**src/rtl/switch_pkg.sv**
```systemverilog
// switch_pkg: shared types and constants for the 4-port switch.
//   pkt_t        packet word {source[3:0], target[3:0], data[7:0]}
//   out_state_e  egress output register state (IDLE / HOLD)
//   NUM_PORTS    number of switch ports
package switch_pkg;

  localparam int NUM_PORTS = 4;

  typedef struct packed {
    logic [3:0] source;
    logic [3:0] target;
    logic [7:0] data;
  } pkt_t;

  typedef enum logic {
    ST_IDLE = 1'b0,
    ST_HOLD = 1'b1
  } out_state_e;

endpackage

```
**src/rtl/egress_fifo.sv**
```systemverilog
// egress_fifo: circular-buffer FIFO used per source inside the egress port.
// Pointers carry one extra MSB so that full and empty can be told apart.
//   clk, rst_n  clock / asynchronous active-low reset
//   push, din   write request and data (ignored when full)
//   pop, dout   read request (ignored when empty) and head-of-queue data
//   full, empty registered-state status flags
module egress_fifo
  import switch_pkg::*;
#(
  parameter int  DEPTH = 4,
  parameter type T     = pkt_t
) (
  input  logic clk,
  input  logic rst_n,
  input  logic push,
  input  logic pop,
  input  T     din,
  output T     dout,
  output logic full,
  output logic empty
);

  localparam int AW = $clog2(DEPTH);

  logic [AW:0] wr_ptr_q, wr_ptr_d;
  logic [AW:0] rd_ptr_q, rd_ptr_d;
  logic        do_push_s;
  logic        do_pop_s;
  T            mem_q [DEPTH];

  // Status flags and pointer advance; pointers wrap modulo 2*DEPTH naturally.
  always_comb begin
    full      = (wr_ptr_q[AW] != rd_ptr_q[AW]) &&
                (wr_ptr_q[AW-1:0] == rd_ptr_q[AW-1:0]);
    empty     = (wr_ptr_q == rd_ptr_q);
    do_push_s = push && !full;
    do_pop_s  = pop && !empty;
    wr_ptr_d  = wr_ptr_q;
    rd_ptr_d  = rd_ptr_q;
    if (do_push_s) begin
      wr_ptr_d = wr_ptr_q + (AW+1)'(1'b1);
    end else begin
      wr_ptr_d = wr_ptr_q;
    end
    if (do_pop_s) begin
      rd_ptr_d = rd_ptr_q + (AW+1)'(1'b1);
    end else begin
      rd_ptr_d = rd_ptr_q;
    end
    dout = mem_q[rd_ptr_q[AW-1:0]];
  end

  // Pointer registers.
  always_ff @(posedge clk or negedge rst_n) begin
    if (!rst_n) begin
      wr_ptr_q <= '0;
      rd_ptr_q <= '0;
    end else begin
      wr_ptr_q <= wr_ptr_d;
      rd_ptr_q <= rd_ptr_d;
    end
  end

  // Storage array; contents are only read while the FIFO is non-empty.
  always_ff @(posedge clk) begin
    if (do_push_s) begin
      mem_q[wr_ptr_q[AW-1:0]] <= din;
    end
  end

endmodule

```
**src/rtl/switch_egress_port.sv**
```systemverilog
// switch_egress_port: output stage of one switch port.
// Per-source FIFOs collect packets routed to this port; a round-robin
// arbiter merges them into a single registered output stream. Packets whose
// target bit for this port is clear are accepted and dropped (counted).
//   clk, rst_n          clock / asynchronous active-low reset
//   in_valid/in_ready   per-source handshake (ready = that FIFO not full)
//   in_pkt              per-source packet
//   out_valid/out_ready output handshake, out_pkt output packet
//   pkt_cnt, drop_cnt   saturating delivered / dropped counters
module switch_egress_port
  import switch_pkg::*;
#(
  parameter int PORT_ID    = 0,
  parameter int NUM_SRC    = 4,
  parameter int FIFO_DEPTH = 4,
  parameter int CNT_W      = 16
) (
  input  logic                 clk,
  input  logic                 rst_n,
  input  logic [NUM_SRC-1:0]   in_valid,
  output logic [NUM_SRC-1:0]   in_ready,
  input  pkt_t [NUM_SRC-1:0]   in_pkt,
  output logic                 out_valid,
  input  logic                 out_ready,
  output pkt_t                 out_pkt,
  output logic [CNT_W-1:0]     pkt_cnt,
  output logic [CNT_W-1:0]     drop_cnt
);

  localparam int SW = (NUM_SRC > 1) ? $clog2(NUM_SRC) : 1;

  // First requester at or after ptr, wrapping: masked pick, else plain pick.
  function automatic logic [SW-1:0] rr_pick(input logic [NUM_SRC-1:0] req,
                                            input logic [SW-1:0]      ptr);
    logic [NUM_SRC-1:0] masked;
    logic               found;
    logic [SW-1:0]      idx;
    masked = '0;
    found  = 1'b0;
    idx    = '0;
    for (int i = 0; i < NUM_SRC; i++) begin
      masked[i] = req[i] && (i >= int'(ptr));
    end
    for (int i = 0; i < NUM_SRC; i++) begin
      if (!found && masked[i]) begin
        idx   = SW'(i);
        found = 1'b1;
      end else begin
        found = found;
      end
    end
    for (int i = 0; i < NUM_SRC; i++) begin
      if (!found && req[i]) begin
        idx   = SW'(i);
        found = 1'b1;
      end else begin
        found = found;
      end
    end
    return idx;
  endfunction

  // Number of set bits, widened by one so a saturating add can see overflow.
  function automatic logic [CNT_W:0] popcnt(input logic [NUM_SRC-1:0] v);
    logic [CNT_W:0] sum;
    sum = '0;
    for (int i = 0; i < NUM_SRC; i++) begin
      sum = sum + (CNT_W+1)'(v[i]);
    end
    return sum;
  endfunction

  logic [NUM_SRC-1:0] fifo_push_s;
  logic [NUM_SRC-1:0] fifo_pop_s;
  logic [NUM_SRC-1:0] fifo_full_s;
  logic [NUM_SRC-1:0] fifo_empty_s;
  pkt_t               fifo_dout_s [NUM_SRC];
  logic [NUM_SRC-1:0] drop_s;
  logic [NUM_SRC-1:0] req_s;
  logic               any_req_s;
  logic [SW-1:0]      grant_s;
  logic               load_s;
  logic               deliver_s;
  logic [CNT_W:0]     drop_sum_s;

  out_state_e         state_q, state_d;
  logic               out_valid_q, out_valid_d;
  pkt_t               out_pkt_q, out_pkt_d;
  logic [SW-1:0]      rr_ptr_q, rr_ptr_d;
  logic [CNT_W-1:0]   pkt_cnt_q, pkt_cnt_d;
  logic [CNT_W-1:0]   drop_cnt_q, drop_cnt_d;

  for (genvar g = 0; g < NUM_SRC; g++) begin : g_fifo
    egress_fifo #(
      .DEPTH (FIFO_DEPTH),
      .T     (pkt_t)
    ) u_fifo (
      .clk   (clk),
      .rst_n (rst_n),
      .push  (fifo_push_s[g]),
      .pop   (fifo_pop_s[g]),
      .din   (in_pkt[g]),
      .dout  (fifo_dout_s[g]),
      .full  (fifo_full_s[g]),
      .empty (fifo_empty_s[g])
    );
  end

  // Ready depends on registered FIFO state only, so a full FIFO refuses a
  // push even when it is being popped in the same cycle.
  assign in_ready = ~fifo_full_s;

  // Accepted packets go to their FIFO when routed here, otherwise are dropped.
  always_comb begin
    fifo_push_s = '0;
    drop_s      = '0;
    for (int i = 0; i < NUM_SRC; i++) begin
      if (in_valid[i] && !fifo_full_s[i]) begin
        fifo_push_s[i] = in_pkt[i].target[PORT_ID];
        drop_s[i]      = !in_pkt[i].target[PORT_ID];
      end else begin
        fifo_push_s[i] = 1'b0;
        drop_s[i]      = 1'b0;
      end
    end
    req_s     = ~fifo_empty_s;
    any_req_s = |req_s;
    grant_s   = rr_pick(req_s, rr_ptr_q);
  end

  // Output FSM state register.
  always_ff @(posedge clk or negedge rst_n) begin
    if (!rst_n) begin
      state_q <= ST_IDLE;
    end else begin
      state_q <= state_d;
    end
  end

  // Output FSM next state: leave HOLD only when the held packet is taken and
  // nothing is queued to replace it.
  always_comb begin
    state_d = state_q;
    case (state_q)
      ST_IDLE: begin
        if (any_req_s) begin
          state_d = ST_HOLD;
        end else begin
          state_d = ST_IDLE;
        end
      end
      ST_HOLD: begin
        if (out_ready && !any_req_s) begin
          state_d = ST_IDLE;
        end else begin
          state_d = ST_HOLD;
        end
      end
      default: state_d = ST_IDLE;
    endcase
  end

  // Output FSM outputs: a load pops the granted FIFO into the output register,
  // either from IDLE or in the same cycle the held packet is accepted.
  always_comb begin
    fifo_pop_s  = '0;
    out_pkt_d   = out_pkt_q;
    rr_ptr_d    = rr_ptr_q;
    load_s      = any_req_s && ((state_q == ST_IDLE) || out_ready);
    out_valid_d = (state_d == ST_HOLD);
    if (load_s) begin
      fifo_pop_s[grant_s] = 1'b1;
      out_pkt_d           = fifo_dout_s[grant_s];
      if (grant_s == SW'(NUM_SRC - 1)) begin
        rr_ptr_d = '0;
      end else begin
        rr_ptr_d = grant_s + SW'(1'b1);
      end
    end else begin
      out_pkt_d = out_pkt_q;
      rr_ptr_d  = rr_ptr_q;
    end
  end

  // Saturating statistics counters.
  always_comb begin
    deliver_s  = out_valid_q && out_ready;
    drop_sum_s = {1'b0, drop_cnt_q} + popcnt(drop_s);
    if (deliver_s && (pkt_cnt_q != {CNT_W{1'b1}})) begin
      pkt_cnt_d = pkt_cnt_q + CNT_W'(1'b1);
    end else begin
      pkt_cnt_d = pkt_cnt_q;
    end
    if (drop_sum_s[CNT_W]) begin
      drop_cnt_d = {CNT_W{1'b1}};
    end else begin
      drop_cnt_d = drop_sum_s[CNT_W-1:0];
    end
  end

  // Output datapath, arbitration pointer and counter registers.
  always_ff @(posedge clk or negedge rst_n) begin
    if (!rst_n) begin
      out_valid_q <= 1'b0;
      out_pkt_q   <= '0;
      rr_ptr_q    <= '0;
      pkt_cnt_q   <= '0;
      drop_cnt_q  <= '0;
    end else begin
      out_valid_q <= out_valid_d;
      out_pkt_q   <= out_pkt_d;
      rr_ptr_q    <= rr_ptr_d;
      pkt_cnt_q   <= pkt_cnt_d;
      drop_cnt_q  <= drop_cnt_d;
    end
  end

  assign out_valid = out_valid_q;
  assign out_pkt   = out_pkt_q;
  assign pkt_cnt   = pkt_cnt_q;
  assign drop_cnt  = drop_cnt_q;

endmodule
```
**config.mk**
```make
export PLATFORM = sky130hd
export DESIGN_NAME = switch_egress_port
export DESIGN_NICKNAME = d
export VERILOG_FILES = /design/src/rtl/switch_pkg.sv /design/src/rtl/egress_fifo.sv /design/src/rtl/switch_egress_port.sv
export SDC_FILE = /design/constraint.sdc
export NUM_CORES = 1
export LEC_CHECK = 0
export CORE_AREA = 5 5 161 163
export DETAILED_ROUTE_END_ITERATION = 10
export DIE_AREA = 0 0 166 168
export DONT_BUFFER_PORTS = 1
export PLACE_DENSITY = 0.78
export SLEW_MARGIN = 25
export SYNTH_ARGS = -nofsm -noshare
export SYNTH_HDL_FRONTEND = slang
export SYNTH_SLANG_ARGS = --single-unit
```
**constraint.sdc**
```tcl
create_clock -name clk -period 3.8 [get_ports clk]
set_clock_uncertainty 0.05 [all_clocks]
set_input_delay 0.57 -clock clk [delete_from_list [all_inputs] [get_ports clk]]
set_output_delay 0.57 -clock clk [all_outputs]
set_load 0.01 [all_outputs]
```
* Word level (Yosys, flattened, before mapping)
Memory sizes are Yosys's and may differ from the RTL's. Cells that the tools add are included. W data, S select, Z words.
Storage, ports and cells: memories kept 4, output and inout port bits 53, bits in registers 75, RAM bits 256, logic and storage cells 151, input bits 71
Operators by class: order comparisons 6, add/subtract/negate cells 14, reduce and logical (&&, ||, !) cells 53, equality and inequality tests 14, bitwise logic cells 4, multiplexer cells 41
Memory list:
- g_fifo[0].u_fifo.mem_q | words 4, bits a word 16, rd ports 1, clocked after memory_dff 0, wr ports 1, line egress_fifo.sv:29 | T mem_q [DEPTH];
- g_fifo[1].u_fifo.mem_q | words 4, bits a word 16, rd ports 1, clocked after memory_dff 0, wr ports 1, line egress_fifo.sv:29
- g_fifo[2].u_fifo.mem_q | words 4, bits a word 16, rd ports 1, clocked after memory_dff 0, wr ports 1, line egress_fifo.sv:29
- g_fifo[3].u_fifo.mem_q | words 4, bits a word 16, rd ports 1, clocked after memory_dff 0, wr ports 1, line egress_fifo.sv:29
Operators with widths (number):
- $mux W16 | 3
- $bmux W16 S2 | 1
- $logic_and A1 B1 Y1 | 31
- $mux W1 | 27
- $add A3 B1 Y3 const B | 8
- $logic_not A1 Y1 | 20
- $add A16 B4 Y17 | 1
- $add A16 B1 Y16 const B | 1
- $ne A16 B16 Y1 const B | 1
- $mux W2 | 7
- $eq A3 B3 Y1 | 4
- $eq A2 B2 Y1 | 4
- $not A4 Y4 | 2
- $add A3 B1 Y4 | 1
- $ge A1 B2 Y1 const A | 2
- $mux W4 | 1
- $ne A1 B1 Y1 | 4
- $reduce_or A4 Y1 | 1
- $add A2 B1 Y3 | 1
- $ge A3 B3 Y1 const B | 1
- $lt A2 B3 Y1 const B | 1
- $not A2 Y3 | 1
- $add A1 B1 Y2 | 1
- $add A2 B1 Y2 const B | 1
- 7 further kinds | 7

* Depth between registers and ports, before layout
depth after elaboration 31, depth in mapped cells 17, mapped depth without buffers 15

* Cells and area by module
From an unflattened synthesis, not the netlist that was laid out.
Unflattened totals: cell total of the unflattened synthesis 832, area, all modules 14318.7 µm²
By module, submodules not included:
- egress_fifo | area each 2829.0 µm², times used 4, sequential area each 2072.0 µm², cells each 132
- switch_egress_port | area each 3002.9 µm², times used 1, sequential area each 1276.2 µm², cells each 304

* Worst setup path after synthesis
OpenSTA, ideal clock, no wires.
path kind register to register, start point register g_fifo[0].u_fifo.rd_ptr_q[0], end point register drop_cnt_q[0], in the netlist drop_cnt[0], buffers on the path 2, data arrival time 3.523 ns, stages on the path, launching flop included 18, setup time 0.068 ns, clock period less this slack 3.641 ns, data required time 3.682 ns, setup slack 0.159 ns, path through dfrtp_1 > buf_4 > xor2_1 > nor2_1 > nand2_1 > nand3b_1 > fa_1 > fa_1 > inv_1 > fa_1 > and3_1 > nand3_1 > nor2_1 > and4_1 > and3_1 > nand3_1 > clkbuf_1 > nand2_1
On the way: cells in the longest elaborated chain, start to end 10
Ends and longest elaborated chain:
- from (decl) | line egress_fifo.sv:26 | logic [AW:0] rd_ptr_q, rd_ptr_d;
- from (signal assigned) | line egress_fifo.sv:60 | rd_ptr_q <= rd_ptr_d;
- $eq A2 B2 Y1 | line egress_fifo.sv:34 | (wr_ptr_q[AW-1:0] == rd_ptr_q[AW-1:0]);
- $logic_and A1 B1 Y1 | line egress_fifo.sv:33 | full = (wr_ptr_q[AW] != rd_ptr_q[AW]) &&
- $logic_not A1 Y1 | line switch_egress_port.sv:118 | if (in_valid[i] && !fifo_full_s[i]) begin
- $logic_and A1 B1 Y1 | line switch_egress_port.sv:118
- $mux W1 | line switch_egress_port.sv:118
- $add A1 B1 Y2 | line switch_egress_port.sv:68 | sum = sum + (CNT_W+1)'(v[i]);
- $add A2 B1 Y3 | line switch_egress_port.sv:68
- $add A3 B1 Y4 | line switch_egress_port.sv:68
- $add A16 B4 Y17 | line switch_egress_port.sv:188 | drop_sum_s = {1'b0, drop_cnt_q} + popcnt(drop_s);
- $mux W16 | line switch_egress_port.sv:194 | if (drop_sum_s[CNT_W]) begin
- via drop_cnt_d[0] | line switch_egress_port.sv:91 | logic [CNT_W-1:0] drop_cnt_q, drop_cnt_d;
- to (signal assigned) | line switch_egress_port.sv:214 | drop_cnt_q <= drop_cnt_d;
- to (decl) | line switch_egress_port.sv:91
The timed path passes the listed nets, and every way through them passes these cells. A chain may end at the register's enable or synchronous reset.

* Final worst setup path
start point register g_fifo[2].u_fifo.wr_ptr_q[1], end point register drop_cnt_q[4], in the netlist drop_cnt[4]
On the way: cells in the longest elaborated chain, start to end 9
Ends and longest elaborated chain:
- from (decl) | line egress_fifo.sv:25 | logic [AW:0] wr_ptr_q, wr_ptr_d;
- from (signal assigned) | line egress_fifo.sv:59 | wr_ptr_q <= wr_ptr_d;
- $eq A2 B2 Y1 | line egress_fifo.sv:34
- $logic_and A1 B1 Y1 | line egress_fifo.sv:33
- $logic_not A1 Y1 | line switch_egress_port.sv:118
- $logic_and A1 B1 Y1 | line switch_egress_port.sv:118
- $mux W1 | line switch_egress_port.sv:118
- $add A2 B1 Y3 | line switch_egress_port.sv:68
- $add A3 B1 Y4 | line switch_egress_port.sv:68
- $add A16 B4 Y17 | line switch_egress_port.sv:188
- $mux W16 | line switch_egress_port.sv:194
- via drop_cnt_d[4] | line switch_egress_port.sv:91
The timed path passes the listed nets, and every way through them passes these cells.

==> run summary <==
POWER
------------------------------------------------------------------------------------
Power per Cell Area                                                     840.6 nW/µm²
Leakage dissipation                                                         5.627 nW
Highest ir drop seen on vdd                                              0.0006325 V

SYNTHESIS
------------------------------------------------------------------------------------
Post-Synthesis Cell Area                                                  13,590 µm²
Average instance area after synthesis                                      18.10 µm²
Post-synth top area share                                                     56.56%
Warnings, synthesis                                                                0
Number of flops mapped to enable cells by yosys                                  256
FFs w/ async S/R, synth                                                       22.66%
#FFs+latches synth                                                               331
Total nets after synthesis                                                       851
Cell variety after synth                                                          46
Synth top area cells                                                    edfxtp_1, dfrtp_1, mux4_2
Synthesized instance count                                                       751
Sequential fraction of the synthesis area                                     70.37%
Cell type with the largest total area after synthesis                       edfxtp_1
Post-synth top flop                                                         edfxtp_1

FINISH
------------------------------------------------------------------------------------
Area grow syn2layout                                                          12.95%
Multi-input combinational cell area                                         3787 µm²
Most common library cell in the layout ignoring fill and taps               edfxtp_1
Fraction of layout cells with a size suffix above 1                           22.25%
Count of fill cells added during filler insertion                              1,614
Final core utilization                                                        63.50%
Area occupied by registers                                                  9565 µm²
Commonest cells after routing, fill and taps aside                      edfxtp_1, dfrtp_1, mux4_2
Total Nets Final                                                                 891
Inserted Diodes                                                                    0
Post-Layout Cell Count                                                         1,142

SETUP PATH
------------------------------------------------------------------------------------
Worst path required time                                                     4.20 ns
Critical path endpoint                                                   drop_cnt[4]
Critical path launch point type                                             register
Arrival time of data at the critical path endpoint                           3.95 ns
Critical register-to-register path endpoint                              drop_cnt[4]
Crit path kind                                                            reg -> reg
Worst setup startpoint                                                  g_fifo[2].u_fifo.wr_ptr_q[1]
Critical path endpoint category                                             register
FF-to-FF path depth                                                               15
Setup slack of the worst register-to-register path                           0.25 ns
Critical register-to-register path startpoint                           g_fifo[2].u_fifo.wr_ptr_q[1]
Largest fanout of any net on the critical path                                     6

GLOBAL ROUTE
------------------------------------------------------------------------------------
Largest net degree at the start of global routing                                 76
Wire length of the first global-routing pass                                42.05 mm
Total global-route track usage                                                19.78%
Leftover overflow at the end of global routing                                     0
Initial antenna violation count                                                    0
Vias in the first global route                                                 7,016

STA
------------------------------------------------------------------------------------
Final WS setup                                                             0.2510 ns
Smallest hold slack                                                       0.08834 ns
Fin. Hold Viols                                                                    0
Final worst path period need                                                3.549 ns
Final max-slew violation count                                                     0
Fraction of the cycle the final worst path needs                              93.39%
Slew HR                                                                       40.98%
Highest clock rate                                                         281.8 MHz
Setup-violating endpoint count in the final report                                 0
Slew at the pin closest to its max-slew limit                              0.8820 ns
Final-layout setup total negative slack                                         0 ns

PLACED DESIGN
------------------------------------------------------------------------------------
Port Buffers                                                                       0
Weighted congestion at the end of routability-driven global placement         0.8733
Placed wire-length estimate after detailed placement                        18.86 mm
Post-place setup slack                                                    -0.1630 ns
Cell count after placement                                                     1,074

FLOORPLAN
------------------------------------------------------------------------------------
Horizontal extent of the die                                                  166 µm
Area of the die                                                           27,890 µm²
Placement Rows                                                                    57
Initial Util                                                                  56.22%
Area inside the core boundary                                             24,180 µm²
I/O pin count                                                                    124
Die Span Y                                                                    168 µm

ROUTE
------------------------------------------------------------------------------------
Wirelength, routed                                                          27.64 mm
Via Count                                                                      6,737
Vias per inst                                                                  5.899
Detailed-router iteration count before antenna repair                              5
Number of nets with antenna violations after detailed routing                      0
Drt wl/cell                                                                 24.20 µm
DRC viols                                                                          0
Starting DRC count in detailed routing                                           500

CTS
------------------------------------------------------------------------------------
H-Tree Level Count                                                                 2
Num Clock Sinks                                                                  331
Clock tree root buffer cell                                                clkbuf_16
Clk pin slew, worst setup/hold paths                                         0.06 ns
Max clock buf depth                                                                3
Number of CTS-inserted buffers                                                    35
Clock latency of the later-clocked register in the worst-skew pair           0.52 ns
Clock tree from TritonCTS                                                        yes

MIN PATH
------------------------------------------------------------------------------------
Tightest Hold Check Type                                                   in -> reg

RUN
------------------------------------------------------------------------------------
Number of max-capacitance violations reported                                      0

OUTCOME
------------------------------------------------------------------------------------
Result of the run                                                       finished, final reports clean

cell type report:
class	instances	share of cell area [%]
Tap cell	324	2.641
Timing Repair Buffer	34	1.809
Clock inverter	21	1.826
Clock buffer	43	5.966
Inverter	32	0.7824
Multi-Input combinational cell	357	24.67
Sequential cell	331	62.31
state kept, by name (all words and copies together), names as in the netlist:
name / flops
drop_cnt: 16
pkt_cnt: 16
out_valid: 1
out_pkt: 16
g_fifo.u_fifo.rd_ptr_q: 12
rr_ptr_q: 2
g_fifo.u_fifo.mem_q: 256
g_fifo.u_fifo.wr_ptr_q: 12
logic make-up after synthesis:
| group | share of synthesized area, % |
|---|---|
| XOR/XNOR | 3.351 |
| adder cells (fa/ha/maj) | 2.835 |
| AND/OR/NAND/NOR | 4.235 |
| flip-flops | 70.37 |
| AO/OA/AOI/OAI | 3.038 |
| buffers and inverters | 2.301 |
| multiplexers | 13.87 |
how the worst min path moves through the flow:
stage,startpoint,endpoint,slack [ns],depth (start not counted)
2_1_floorplan,rst_n,drop_cnt[0],0.22,0
3_3_place_gp,rst_n,pkt_cnt[2],0.23,0
3_5_place_dp,rst_n,pkt_cnt[14],0.23,0
4_1_cts,in_pkt[44],g_fifo[2].u_fifo.mem_q[2][12],0.07,0
5_1_grt,in_pkt[57],g_fifo[3].u_fifo.mem_q[3][9],0.07,0
6_report,in_pkt[43],g_fifo[2].u_fifo.mem_q[2][11],0.09,0
cells in the mapped netlist, types with 5 or more instances:
library cell and number:
o22ai_1 7, buf_2 11, nand3_1 22, clkbuf_1 9, nor3_1 5, a21o_1 18, mux4_2 61, mux2i_1 32
xor2_1 24, edfxtp_1 256, mux2_2 10, ha_1 26, nor2_1 31, nand4_1 10, o22ai_2 10, dfrtp_1 75
inv_1 31, nand2_1 26, nand2b_1 5, xnor2_1 28
layer usage:
metal / global-route usage [%] / wire length [µm] / up-vias
met1: 24.21 / 10280 / 3501
met3: 7.972 / 2687 / 33
met5: 0 / 0 / -
li1: - / - / 2976
met4: 4.376 / 371 / 0
met2: 33.56 / 14300 / 227
report_power, final:
group,leakage (nW),switching [mW],internal [mW]
combinational,1.79,2.39,1.88
sequential,3.25,0.530,4.59
clock,0.586,1.36,2.15
critical path: stages, from the launching register on:
cell      delay [ns]
dfrtp_1         0.43
xor2_1          0.22
nor2_1          0.08
nand2_1         0.09
nand3b_1        0.12
fa_1            0.48
fa_1            0.42
inv_1           0.09
fa_1            0.21
and3_1          0.22
nand3_2         0.12
nor2_2          0.14
and4_2          0.28
and3_4          0.24
nand3_2         0.16
nand2_1         0.11
metrics by stage:
step,power (mW),area (µm²)
after floorplan,8.213,13590
after global placement,9.215,14060
after detailed placement,9.403,14060
after CTS,12.98,15300
after global routing,13.53,15350
final,12.91,15350
timing repair:
item / in CTS / in global routing
pin swaps: 0 / 1
endpoints found under the hold margin: 75 / 0
endpoints found under the setup margin: 13 / 14
gates cloned: 0 / 1
gates resized for setup: 2 / 9
hold buffers: 2 / 0
buffers inserted: 0 / 1
No activity file was read; power rests on OpenSTA's default activity.
==> variant 1: new RTL, same flow settings <==
Register the output `pkt_cnt` once more, cleared by the reset; this adds one clock of latency there. The other outputs are not delayed to match.
--- a/src/rtl/switch_egress_port.sv
+++ b/src/rtl/switch_egress_port.sv
@@ -218,5 +218,11 @@
   assign out_valid = out_valid_q;
   assign out_pkt   = out_pkt_q;
-  assign pkt_cnt   = pkt_cnt_q;
+  always_ff @(posedge clk or negedge rst_n) begin
+    if (!rst_n) begin
+      pkt_cnt <= '0;
+    end else begin
+      pkt_cnt <= pkt_cnt_q;
+    end
+  end
   assign drop_cnt  = drop_cnt_q;
 
Check against the original RTL: not equivalent (Yosys sat finds a counterexample within 4 cycles, from zero or initial values and one cycle with rst_n low).
==> variant 1 against the original RTL <==
Sequential cell count increased by 16. Fmax decreased by 2.1%. Critical path type unchanged. Power increased by 3.2%. Routed wire length increased by 2.2%. Synthesized area increased by 2.9%. Sequential share of layout area increased by 0.77 points. Largest cell class unchanged. Cell area increased by 2.9%. Worst setup slack got worse by 0.076 ns.
==> variant 1: results (changes against the original RTL) <==
| Metric | Value |
|---|---|
| Vias in the first global route | `7,299 (+4.0%)` |
| Status | `completed` |
| Longest Clk Path Bufs | `3 (unchanged)` |
| First-pass GRT wire length | `43,500 um (+3.4%)` |
| Fillers | `1,579 (-2.2%)` |
| CP peak stage delay | `0.50 ns (+0.02 ns)` |
| Fraction of the yosys area taken by sequential cells | `71.3% (+0.89 points)` |
| Largest net degree at the start of global routing | `92 (+21%)` |
| Final period utilization | `95.4% (+2.0 points)` |
| CP Max Fanout | `6 (unchanged)` |
| Vias/cell | `5.89 (-0.18%)` |
| Max-slew headroom | `45.5% (+4.5 points)` |
| Layout Nets | `905 (+1.6%)` |
| Setup WS pre-CTS | `-0.153 ns (+0.0104 ns)` |
| Area share of xor/xnor cells in the synthesized design | `3.32% (-0.032 points)` |
| Worst Setup SP | `g_fifo[0].u_fifo.rd_ptr_q[1]` |
| Post-DP HPWL | `19,300 um (+2.4%)` |
| Placement-stage cell area | `0.0145 mm^2 (+2.8%)` |
| WP data arrival | `4.02 ns (+0.07 ns)` |
| Antenna violations before repair | `1 (+1)` |
| WL/cell | `24.4 um (+0.87%)` |
| Adder-cell area share of the yosys netlist | `2.76% (-0.080 points)` |
| Routed wl met3 | `3260 um (+21%)` |
| P_leak | `5.89 nW (+4.7%)` |
| WL met2 | `14,300 um (+0.24%)` |
| Syn nets | `863 (+1.4%)` |
| H-tree depth | `2 (unchanged)` |
| RR Endpoint | `drop_cnt[5]` |
| Num CTS Buffers | `36 (+2.9%)` |
| Met1 wire length | `10,000 um (-2.2%)` |
| Synth top area cells | `edfxtp_1, dfrtp_1, mux4_2` |
| Proportion of synthesized area in mux cells | `13.5% (-0.39 points)` |
| Max layer used | `met5` |
| Initial DRC count | `630 (+26%)` |
| Peak VDD IR | `487 uV (-23%)` |
| Reg-to-reg slack, setup | `0.18 ns (-0.08 ns)` |
| Asr flop ratio synth | `26.2% (+3.6 points)` |
-- variant 1: changes by cell type after synthesis, moves of 3 or more --
cell     unedited run  this run
and3_1              4         7
dfrtp_1            75        91
nor2_1             31        26
xor2_1             24        27
-- variant 1: cell families after synthesis --
kind of cell,after synthesis
compound gates,48
buf+inv,66
flops,347
fa+ha+maj,29
mux,106
simple gates,114
xor+xnor,53
-- variant 1: how the worst min path moves through the flow --
stage	cells past startpoint	start	endpoint	slack, ns
after floorplan	0	rst_n	drop_cnt[0]	0.22
after global placement	0	rst_n	drop_cnt[8]	0.23
after detailed placement	0	rst_n	drop_cnt[8]	0.23
after CTS	0	in_pkt[22]	g_fifo[1].u_fifo.mem_q[3][6]	0.07
after global routing	0	in_pkt[28]	g_fifo[1].u_fifo.mem_q[0][12]	0.07
final	0	in_pkt[4]	g_fifo[0].u_fifo.mem_q[3][4]	0.09
-- variant 1: layer usage --
layer	vias up	global-route usage [%]
met1	3543	24.0
met4	2	5.34
met2	212	33.7
met3	40	10.1
met5	-	0
li1	3016	-
-- variant 1: power breakdown --
| group | switching (mW) | total (mW) | internal [mW] | leakage (nW) |
|---|---|---|---|---|
| Clock | 1.40 | 3.55 | 2.15 | 0.592 |
| Combinational | 2.48 | 4.46 | 1.98 | 1.84 |
| Sequential | 0.507 | 5.30 | 4.80 | 3.46 |
| Total | 4.39 | 13.3 | 8.93 | 5.89 |
-- variant 1: area by class of cell --
type                            instances  share of cell area, %
Multi-Input combinational cell        351                   24.0
Tap cell                              324                   2.57
Clock buffer                           43                   6.07
Clock inverter                         23                   1.59
Timing Repair Buffer                   35                   1.93
Inverter                               34                  0.808
Sequential cell                       347                   63.1
-- variant 1: timing repair --
| action | in CTS | in global routing |
|---|---|---|
| endpoints found under the setup margin | 13 | 14 |
| resized for setup | 2 | 11 |
| buffers inserted | 0 | 0 |
| pin swaps | 0 | 1 |
| gates cloned | 0 | 1 |
| endpoints found under the hold margin | 91 | 0 |
| hold buffers | 2 | 0 |
-- variant 1: worst reg2reg max path: stages, from the launching register on --
cell      delay [ns]
dfrtp_1         0.42
xor2_2          0.20
nor2_1          0.13
nand2_1         0.10
nand3b_1        0.16
fa_2            0.50
fa_1            0.45
inv_1           0.08
fa_1            0.21
and3_4          0.21
nand3_2         0.11
nor2_2          0.14
and4_2          0.28
and3_4          0.24
nand3_2         0.15
nand2_1         0.12
-- variant 1: per-stage QoR --
step                      cells  TNS [ns]  util [%]
after global placement     1087         0      59.8
after floorplan             763         0         -
after global routing       1157         0      65.3
after detailed placement   1087     -1.49      59.8
final                      1157         0      65.3
after CTS                  1155         0      65.0
==> variant 2: new RTL, same settings <==
Without the edit above. Change the parameter `CNT_W` from 16 to 32.
--- a/src/rtl/switch_egress_port.sv
+++ b/src/rtl/switch_egress_port.sv
@@ -14,5 +14,5 @@
   parameter int NUM_SRC    = 4,
   parameter int FIFO_DEPTH = 4,
-  parameter int CNT_W      = 16
+  parameter int CNT_W      = 32
 ) (
   input  logic                 clk,
Ports: changed (resized drop_cnt and pkt_cnt); port bits go from 124 to 156. No check against the original RTL was run, so the function may have changed too.
==> variant 2 against the original RTL <==
Synthesized cell count is 26% higher. Non-clock buffer count up 2. Global-route usage rose by 2.5 points. Sequential cell count is 32 higher. Count of clock-buffer cells in the layout is 5 higher. Sequential share of layout area down 1.0 points. Largest cell class unchanged. Synthesized area up 12%. Routed wire length grew 13%. Fmax down 0.13%. Worst setup slack worse by 0.0045 ns. Power is essentially flat. Critical path type unchanged. First-iteration DRC count up 65%. Cell area up 10%.
==> variant 2: results (changes against the original RTL) <==
| Metric | Value |
|---|---|
| M2 GR Usage | `35.2% (+1.7 points)` |
| WHS | `0.0982 ns (+0.00986 ns)` |
| Least-Margin Pin Slew | `0.918 ns (+0.0365 ns)` |
| Routed wl met3 | `3090 um (+15%)` |
| Post-DP HPWL | `21,000 um (+12%)` |
| P_clk | `3.41 mW (-3%)` |
| Asr flop ratio synth | `29.5% (+6.8 points)` |
| Synthesized instance count | `945 (+26%)` |
| Fraction of the yosys area taken by sequential cells | `67.9% (-2.5 points)` |
| Met1 wire length | `12,500 um (+22%)` |
| Largest net degree at the start of global routing | `108 (+42%)` |
| Fillers | `1,500 (-7.1%)` |
| Worst Setup SP | `g_fifo[0].u_fifo.wr_ptr_q[1]` |
| Synth top area cells | `edfxtp_1, dfrtp_1, mux4_2` |
| Clock group share of total power | `26.4% (-0.8 points)` |
| Initial DRC count | `824 (+65%)` |
| PostCTS Resize Cnt | `0 (-2)` |
| Synth cell types | `54 (+17%)` |
| Internal | `8.61 mW (about the same)` |
| P_leak | `6.23 nW (+11%)` |
| Placement-stage cell area | `0.0157 mm^2 (+12%)` |
| Fin cells | `1,328 (+16%)` |
| First-pass GRT wire length | `48,200 um (+15%)` |
| Total number of vias | `8,193 (+22%)` |
| Syn nets | `1,045 (+23%)` |
| Comb pwr share | `31.1% (-2.0 points)` |
| Cell family with most CP delay | `adder cells` |
| Met3 GRT Util | `8.23% (+0.26 points)` |
| End of the worst hold path | `g_fifo[3].u_fifo.mem_q[2][4]` |
| Synth cell count leaders | `edfxtp_1, dfrtp_1, mux4_2` |
| Routability congestion estimate from global placement | `0.848 (-2.9%)` |
| Status | `completed` |
| Fin crit period | `3.55 ns (+0.00450 ns)` |
variant 2: cell count changes after synthesis, moves of 16 or more:
| cell | unedited run | this run |
|---|---|---|
| a2111oi_0 | 0 | 16 |
| a21o_1 | 18 | 0 |
| dfrtp_1 | 75 | 107 |
| mux2i_1 | 32 | 0 |
| nand2_1 | 26 | 56 |
| nor2_1 | 31 | 57 |
| nor3_1 | 5 | 30 |
| nor4b_1 | 0 | 18 |
| xor2_1 | 24 | 48 |
variant 2: final cells by class:
class	instances	area [um^2]	area share, %
tap	324	405	2.40
clock buffer	48	997	5.89
clock inverter	17	148	0.872
multi-input combinational	505	4580	27.1
timing repair buffer	36	293	1.73
inverter	35	131	0.776
sequential	363	10400	61.3
variant 2: kinds of logic (layout without fill, tap and decap cells):
group	after synthesis	count (layout)	synth area share, %
DFF	363	363	67.9
and+or+nand+nor	263	263	9.11
xor gates and xnor gates	82	82	4.70
buffers and inverters	77	136	2.35
muxes	73	73	10.1
AOI/OAI and AO/OA	58	58	3.31
adders and majority gates	29	29	2.52
